<file path="src/rtl/nexus_regfile_sb.sv">
// Register file with two write ports, optional write-to-read bypass and a
// per-register busy scoreboard used by the hazard unit to stall operand fetch.
module nexus_regfile_sb #(
   parameter int unsigned DATA_W  = 16,
   parameter int unsigned ADDR_W  = 3,
   parameter bit          ZERO_R0 = 1'b0,
   parameter bit          BYPASS  = 1'b1
) (
   input  logic                       clk,
   input  logic                       rst,
   input  logic [ADDR_W-1:0]          rd_addr1,
   input  logic [ADDR_W-1:0]          rd_addr2,
   output logic [DATA_W-1:0]          rd_data1,
   output logic [DATA_W-1:0]          rd_data2,
   output logic                       rd_busy1,
   output logic                       rd_busy2,
   input  logic                       we_a,
   input  logic [ADDR_W-1:0]          wa_addr,
   input  logic [DATA_W-1:0]          wa_data,
   input  logic                       we_b,
   input  logic [ADDR_W-1:0]          wb_addr,
   input  logic [DATA_W-1:0]          wb_data,
   input  logic                       issue_valid,
   input  logic [ADDR_W-1:0]          issue_addr,
   input  logic                       flush,
   output logic                       wr_conflict,
   output logic [(2**ADDR_W)-1:0]     busy_vec
);

   localparam int unsigned NREGS = 2**ADDR_W;

   logic [DATA_W-1:0] regs [NREGS];
   logic              wa_ok;
   logic              wb_ok;
   logic              wb_store;
   logic              conflict_c;
   logic [NREGS-1:0]  wr_hit;
   logic [NREGS-1:0]  busy_nxt;

   // Writes aimed at a hardwired-zero R0 are dropped before anything else sees them.
   assign wa_ok      = we_a && !(ZERO_R0 && (wa_addr == '0));
   assign wb_ok      = we_b && !(ZERO_R0 && (wb_addr == '0));
   assign conflict_c = wa_ok && wb_ok && (wa_addr == wb_addr);
   assign wb_store   = wb_ok && !conflict_c;

   // Combinational read: R0 override first, then port A, then port B, then storage.
   function automatic logic [DATA_W-1:0] read_port(input logic [ADDR_W-1:0] a);
      logic [DATA_W-1:0] d;
      d = regs[a];
      if (BYPASS) begin
         if (we_a && (wa_addr == a)) begin
            d = wa_data;
         end else if (we_b && (wb_addr == a)) begin
            d = wb_data;
         end
      end
      if (ZERO_R0 && (a == '0)) begin
         d = '0;
      end
      return d;
   endfunction

   // Scoreboard next state: write-clear, then flush, then issue wins.
   always_comb begin
      wr_hit   = '0;
      busy_nxt = busy_vec;
      if (wa_ok) begin
         wr_hit[wa_addr] = 1'b1;
      end
      if (wb_ok) begin
         wr_hit[wb_addr] = 1'b1;
      end
      busy_nxt = busy_nxt & ~wr_hit;
      if (flush) begin
         busy_nxt = '0;
      end
      if (issue_valid && !(ZERO_R0 && (issue_addr == '0))) begin
         busy_nxt[issue_addr] = 1'b1;
      end
   end

   always_comb begin
      rd_data1 = read_port(rd_addr1);
      rd_data2 = read_port(rd_addr2);
      rd_busy1 = busy_vec[rd_addr1] && !(BYPASS && wr_hit[rd_addr1]);
      rd_busy2 = busy_vec[rd_addr2] && !(BYPASS && wr_hit[rd_addr2]);
      if (ZERO_R0 && (rd_addr1 == '0)) begin
         rd_busy1 = 1'b0;
      end
      if (ZERO_R0 && (rd_addr2 == '0)) begin
         rd_busy2 = 1'b0;
      end
   end

   always_ff @(posedge clk or negedge rst) begin
      if (!rst) begin
         for (int i = 0; i < int'(NREGS); i++) begin
            regs[i] <= '0;
         end
         busy_vec    <= '0;
         wr_conflict <= 1'b0;
      end else begin
         if (wa_ok) begin
            regs[wa_addr] <= wa_data;
         end
         if (wb_store) begin
            regs[wb_addr] <= wb_data;
         end
         busy_vec    <= busy_nxt;
         wr_conflict <= conflict_c;
      end
   end

endmodule

</file>
<file path="config.mk">
export PLATFORM = sky130hd
export DESIGN_NAME = nexus_regfile_sb
export DESIGN_NICKNAME = d
export VERILOG_FILES = /design/src/rtl/nexus_regfile_sb.sv
export SDC_FILE = /design/constraint.sdc
export NUM_CORES = 1
export LEC_CHECK = 0
export ABC_CLOCK_PERIOD_IN_PS = 1670
export BUFFER_PORTS_ARGS = -buffer_cell sky130_fd_sc_hd__buf_2
export CAP_MARGIN = 10
export CORE_UTILIZATION = 40
export CTS_BUF_LIST = sky130_fd_sc_hd__clkbuf_4
export CTS_CLUSTER_DIAMETER = 80
export CTS_CLUSTER_SIZE = 14
export DETAILED_ROUTE_END_ITERATION = 8
export PLACE_DENSITY = 0.59
export SLEW_MARGIN = 20
export SYNTH_ARGS = -nofsm -noshare
export SYNTH_HDL_FRONTEND = slang
export SYNTH_SLANG_ARGS = --single-unit
export TNS_END_PERCENT = 50
</file>
<file path="constraint.sdc">
create_clock -name clk -period 1.67 [get_ports clk]
set_input_delay 0.167 -clock clk [delete_from_list [all_inputs] [get_ports clk]]
set_output_delay 0.167 -clock clk [all_outputs]
set_load 0.01 [all_outputs]
</file>
# After elaboration in Yosys (flattened, before gate mapping)
# Index checks and enable logic that the tools add are counted.
word_totals:
  in_bits: 53
  register_bits: 137
  word_cells: 90
  out_inout_bits: 43
op_classes:
  n_reduce_logical: 17
  magnitude_cmp: 14
  muxes: 36
  bitwise: 8
  n_eq_ne: 5
ops:
  columns: ["op", "n"]
  rows:
  - ["128-bit bitwise mux", 2]
  - ["128-bit two-way mux", 2]
  - ["16-bit two-way mux", 10]
  - ["16-bit binary-select mux with 3-bit select", 2]
  - ["16-bit demux with 3-bit select", 2]
  - ["8-bit two-way mux", 4]
  - ["3-bit by 4-bit less-than comparator with 1-bit output, second input constant", 5]
  - ["4-bit greater-or-equal comparator, second input constant", 4]
  - ["3-bit inverter with 4-bit output", 4]
  - ["8-bit bitwise OR", 2]
  - ["3-bit equality test", 5]
  - ["1-bit logical AND", 14]
  - ["1-bit binary-select mux with 3-bit select", 4]
  - ["1-bit demux with 3-bit select", 3]
  - ["3-bit by 1-bit greater-or-equal comparator with 1-bit output, second input constant", 3]
  - ["8-bit bitwise AND", 1]
  - ["4-bit by 1-bit less-than comparator with 1-bit output, second input constant", 2]
  - ["8-bit inverter", 1]
  - ["1-bit two-way mux", 7]
  - ["1-bit logical NOT", 3]

# Longest topological paths before layout
logic_depth:
  ltp_word: 12
  mapped_depth: 8

# Worst setup path after synthesis
# OpenSTA, ideal clock, no wires.
synth_path:
  kind: "input to output"
  startpoint: "in rd_addr1[2]"
  endpoint: "out rd_data1[10]"
  stages: 7
  slack_ps: -249
  t_arrival_ps: 1752
  required_time_ps: 1503
  path_cell_list: "clkbuf_1 xnor2_1 and4_1 clkbuf_1 clkbuf_1 a211oi_1 o31ai_1"
synth_between:
  elab_chain_cells: 6
  word_cells_on_any_way: 10
synth_rtl:
  columns: ["element", "line_no", "source"]
  rows:
  - ["from (decl)", "11", "input logic [ADDR_W-1:0] rd_addr1,"]
  - ["3-bit inverter with 4-bit output (implied by the code)", "49", "d = regs[a];"]
  - ["16-bit binary-select mux with 3-bit select", "49", null]
  - ["16-bit two-way mux (implied by the code) (2 in series)", "49", null]
  - ["16-bit two-way mux", "53", "end else if (we_b && (wb_addr == a)) begin"]
  - ["16-bit two-way mux *", "51", "if (we_a && (wa_addr == a)) begin"]
  - ["to (decl)", "13", "output logic [DATA_W-1:0] rd_data1,"]
# Mark *: on every way between the ends. The rest lies on a longest branch, timed or not. The select of a mux whose other input is x is not followed.

# Worst setup path in the final report
layout_path:
  startpoint: "reg regs[126] in the netlist's numbering"
  endpoint: "out rd_data1[14]"
layout_between:
  elab_chain_cells: 5
layout_rtl:
  columns: ["element", "line_no", "source"]
  rows:
  - ["from (decl)", "32", "logic [DATA_W-1:0] regs [NREGS];"]
  - ["from (signal, indexed assignment)", "104", "regs[wa_addr] <= wa_data;"]
  - ["from (signal, indexed assignment)", "107", "regs[wb_addr] <= wb_data;"]
  - ["16-bit binary-select mux with 3-bit select", "49", null]
  - ["16-bit two-way mux (implied by the code) (2 in series)", "49", null]
  - ["16-bit two-way mux", "53", null]
  - ["16-bit two-way mux", "51", null]
# No other way between the ends. The select of a mux whose other input is x is not followed.

==> results.json <==
{
  "status": "complete, but fails checks",
  "violations": "negative setup slack",
  "die_area_sq_um": 25900,
  "synth_warnings": 0,
  "clock_latency_ps": 560,
  "r2r_cells": 5,
  "cap_violations": 0,
  "drv_slew": 0,
  "worst_pin_slew_ps": 527,
  "setup_violations": 34,
  "endpoint_kind": "output port",
  "start_util_pct": 41.1,
  "path_depth": 6,
  "wl_per_cell_um": 22.9,
  "clk_path_buf_depth": 2,
  "setup.worst_path.class": "flip-flop to output port",
  "gp_congestion": 0.819,
  "syn_area_sq_um": 10100,
  "hold_path_class": "primary input to flip-flop",
  "yosysSeqAreaShare_pct": 34.0,
  "r2r_slack_ps": 40,
  "maxSlewHeadroom_pct": 64.9,
  "peakVddDrop_uv": 444,
  "pwr-share-clk_pct": 19.0,
  "num_rows": 57,
  "synthSimpleGateAreaFrac_pct": 7.86,
  "worstSetupStartpointType": "flip-flop",
  "ant_nets": 0,
  "crit_chain": "mux4_2 -> nor2b_1 -> a211oi_2 -> buf_4 -> o31ai_1 -> buf_2",
  "final_cell_mix": "225 x mux2_2, 137 x dfrtp_1, 111 x buf_4",
  "pwr-share-comb_pct": 40.2,
  "synth_cells": 812,
  "drtPass1Iterations": 5,
  "rsz0062_at_grt": "true",
  "synth.area.top_cells": "dfrtp_1 34%, mux2_2 25%, mux4_2 15%",
  "synth_nets": 865,
  "hold_viol": 0,
  "crit_fanout": 3,
  "htreeDepth": 4,
  "synthMuxAreaShare_pct": 44.6,
  "syn2layout_area_growth_pct": 28.1,
  "synth_compound_area_share_pct": 6.78,
  "p_sw_share_pct": 32.1,
  "p_switching_mw": 3.66,
  "reg2reg_to": "busy_vec[4]",
  "drive_gt1_share_pct": 66.7,
  "initialDrtViolationCount": 513,
  "power.density_nw_per_um2": 882,
  "synth_top_area_share_pct": 34.0,
  "grt_pass1_wl_um": 48100,
  "num_io_pins": 96,
  "whs_ps": 59.5,
  "finalClockSkew_ps": 0,
  "numCtsBuffers": 17,
  "synth_xor_area_share_pct": 1.38,
  "grt_max_degree": 47,
  "synthArstFlopShare_pct": 100,
  "synth_seq_cells": 137,
  "fmax_mhz": 438,
  "clkSlewWorstSetupHoldPaths_ps": 130,
  "die_h_um": 161,
  "cts_tree": "done",
  "synth.avg_cell_area_sq_um": 12.4,
  "crit_required_ps": 1500,
  "crit_end": "rd_data1[14]",
  "grt_overflow": 0,
  "cts.sinks": 137,
  "core_area_sq_um": 24500,
  "internal_power_mw": 7.74,
  "worstPathArrival_ps": 2120,
  "period_needed_ps": 2280,
  "vias": 7603,
  "antenna_found_initial": 1,
  "leakagePower_nw": 5.35,
  "synth_edf_count": 0,
  "final_common_cell": "mux2_2",
  "synth_area_leader_cell": "dfrtp_1",
  "port_buffers": 95,
  "startpoint": "regs[126]",
  "die_w_um": 161,
  "cts.root.buffer_cell": "clkbuf_4",
  "avgViaCountPerCell": 5.69,
  "ys.flop_type": "dfrtp_1",
  "crit_slowest_cell": "mux4_2",
  "grt_pass1_vias": 8110,
  "period_share_pct": 137,
  "place_hpwl_um": 21200,
  "track_usage_pct": 24.9,
  "synth_top_family_by_area": "multiplexers",
  "power.total_mw": 11.4,
  "yosysUniqueCellTypes": 47,
  "r2r_start": "busy_vec[4]",
  "layout_setup_ws_ps": -614,
  "drt-total-wl_um": 30600,
  "synth_adder_area_share_pct": 0,
  "cp_top_family": "multiplexers",
  "drc": 0,
  "fin_nets": 1052,
  "seqPwrFrac_pct": 40.8,
  "cpPeakStageDelay_ps": 460,
  "timing.critical_path.buf_inv": 2
}
state kept, by name (all words and copies together) (netlist names):
| register | flops |
|---|---|
| wr_conflict | 1 |
| busy_vec | 8 |
| regs | 128 |
power groups by stage:
stage          Sequential [mW]  Combinational [mW]  Clock, mW
2_1_floorplan             4.49                3.24          0
3_3_place_gp              4.65                4.28          0
3_5_place_dp              4.69                4.37          0
4_1_cts                   4.62                4.58       2.25
5_1_grt                   4.74                4.93       2.39
6_report                  4.65                4.58       2.17
through the flow:
stage | TNS (ps) | util, % | cells | instance area [sq um] | setup WS (ps)
global placement | -25190 | 49.7 | 1276 | 12200 | -287
floorplan | -2530 | - | 812 | 10300 | -72.2
detailed placement | -26680 | 49.7 | 1276 | 12200 | -293
CTS | -19300 | 52.5 | 1336 | 12900 | -657
finish | -17590 | 52.7 | 1337 | 12900 | -614
global route | -22040 | 52.7 | 1337 | 12900 | -730
synthesized netlist by cell type, types with 2 or more instances:
| master | n |
|---|---|
| buf_8 | 3 |
| buf_4 | 9 |
| nand3_2 | 2 |
| nand4b_2 | 2 |
| nor2_1 | 34 |
| nand3_1 | 2 |
| clkbuf_1 | 31 |
| buf_1 | 32 |
| mux2i_1 | 2 |
| nand2_1 | 38 |
| xnor2_1 | 13 |
| dfrtp_1 | 137 |
| o2111ai_1 | 2 |
| o31ai_1 | 32 |
| nand2_2 | 2 |
| nand4_1 | 4 |
| nor3_4 | 3 |
| o32ai_1 | 2 |
| mux2_4 | 30 |
| nand4b_1 | 2 |
| nor2b_1 | 34 |
| mux2_2 | 225 |
| nor4bb_1 | 2 |
| inv_1 | 13 |
| o221a_1 | 2 |
| a211oi_1 | 34 |
| buf_2 | 22 |
| nand2b_1 | 4 |
| buf_6 | 3 |
| o22ai_1 | 6 |
| and4_1 | 4 |
| mux4_2 | 66 |
worst min-delay path, delay by kind of cell:
kind	cells	cell delay [ps]
AND/OR/NAND/NOR	3	290
buffers and inverters	1	130
cell type report:
cell class	instances	area, sq um
Antenna cell	1	2.50
Clock buffer	17	128
Clock inverter	15	139
Fill cell	2125	11600
Inverter	13	48.8
Multi-Input combinational cell	562	6470
Sequential cell	137	3430
Tap cell	324	405
Timing Repair Buffer	268	2300
layer usage:
layer  wire [um]  GRT usage, %
met3        1300          4.55
met2       15500          43.4
met4         631          7.72
met5           0             0
met1       13100          31.3
worst min-delay path by stage:
| stage | from | end | slack, ps | cells after the start |
|---|---|---|---|---|
| 5_1_grt | we_b | wr_conflict | 40 | 4 |
| 6_report | we_b | wr_conflict | 60 | 4 |
| 3_3_place_gp | rst | busy_vec[0] | 160 | 1 |
| 4_1_cts | we_b | wr_conflict | 20 | 4 |
| 3_5_place_dp | rst | busy_vec[4] | 170 | 1 |
| 2_1_floorplan | rst | busy_vec[0] | -130 | 0 |
what timing repair did:
action	CTS	global route
endpoints found under the setup margin	34	37
hold buffers	26	0
endpoints found under the hold margin	268	0
gates resized for setup	34	7
pin swaps	46	2
buffers inserted	2	0
kinds of logic after synthesis:
| kind of cell | after synthesis |
|---|---|
| buffers and inverters | 113 |
| muxes | 324 |
| and+or+nand+nor | 138 |
| AOI/OAI and AO/OA | 85 |
| xor gates and xnor gates | 15 |
| DFF | 137 |
(Power assumes the default switching activity.)
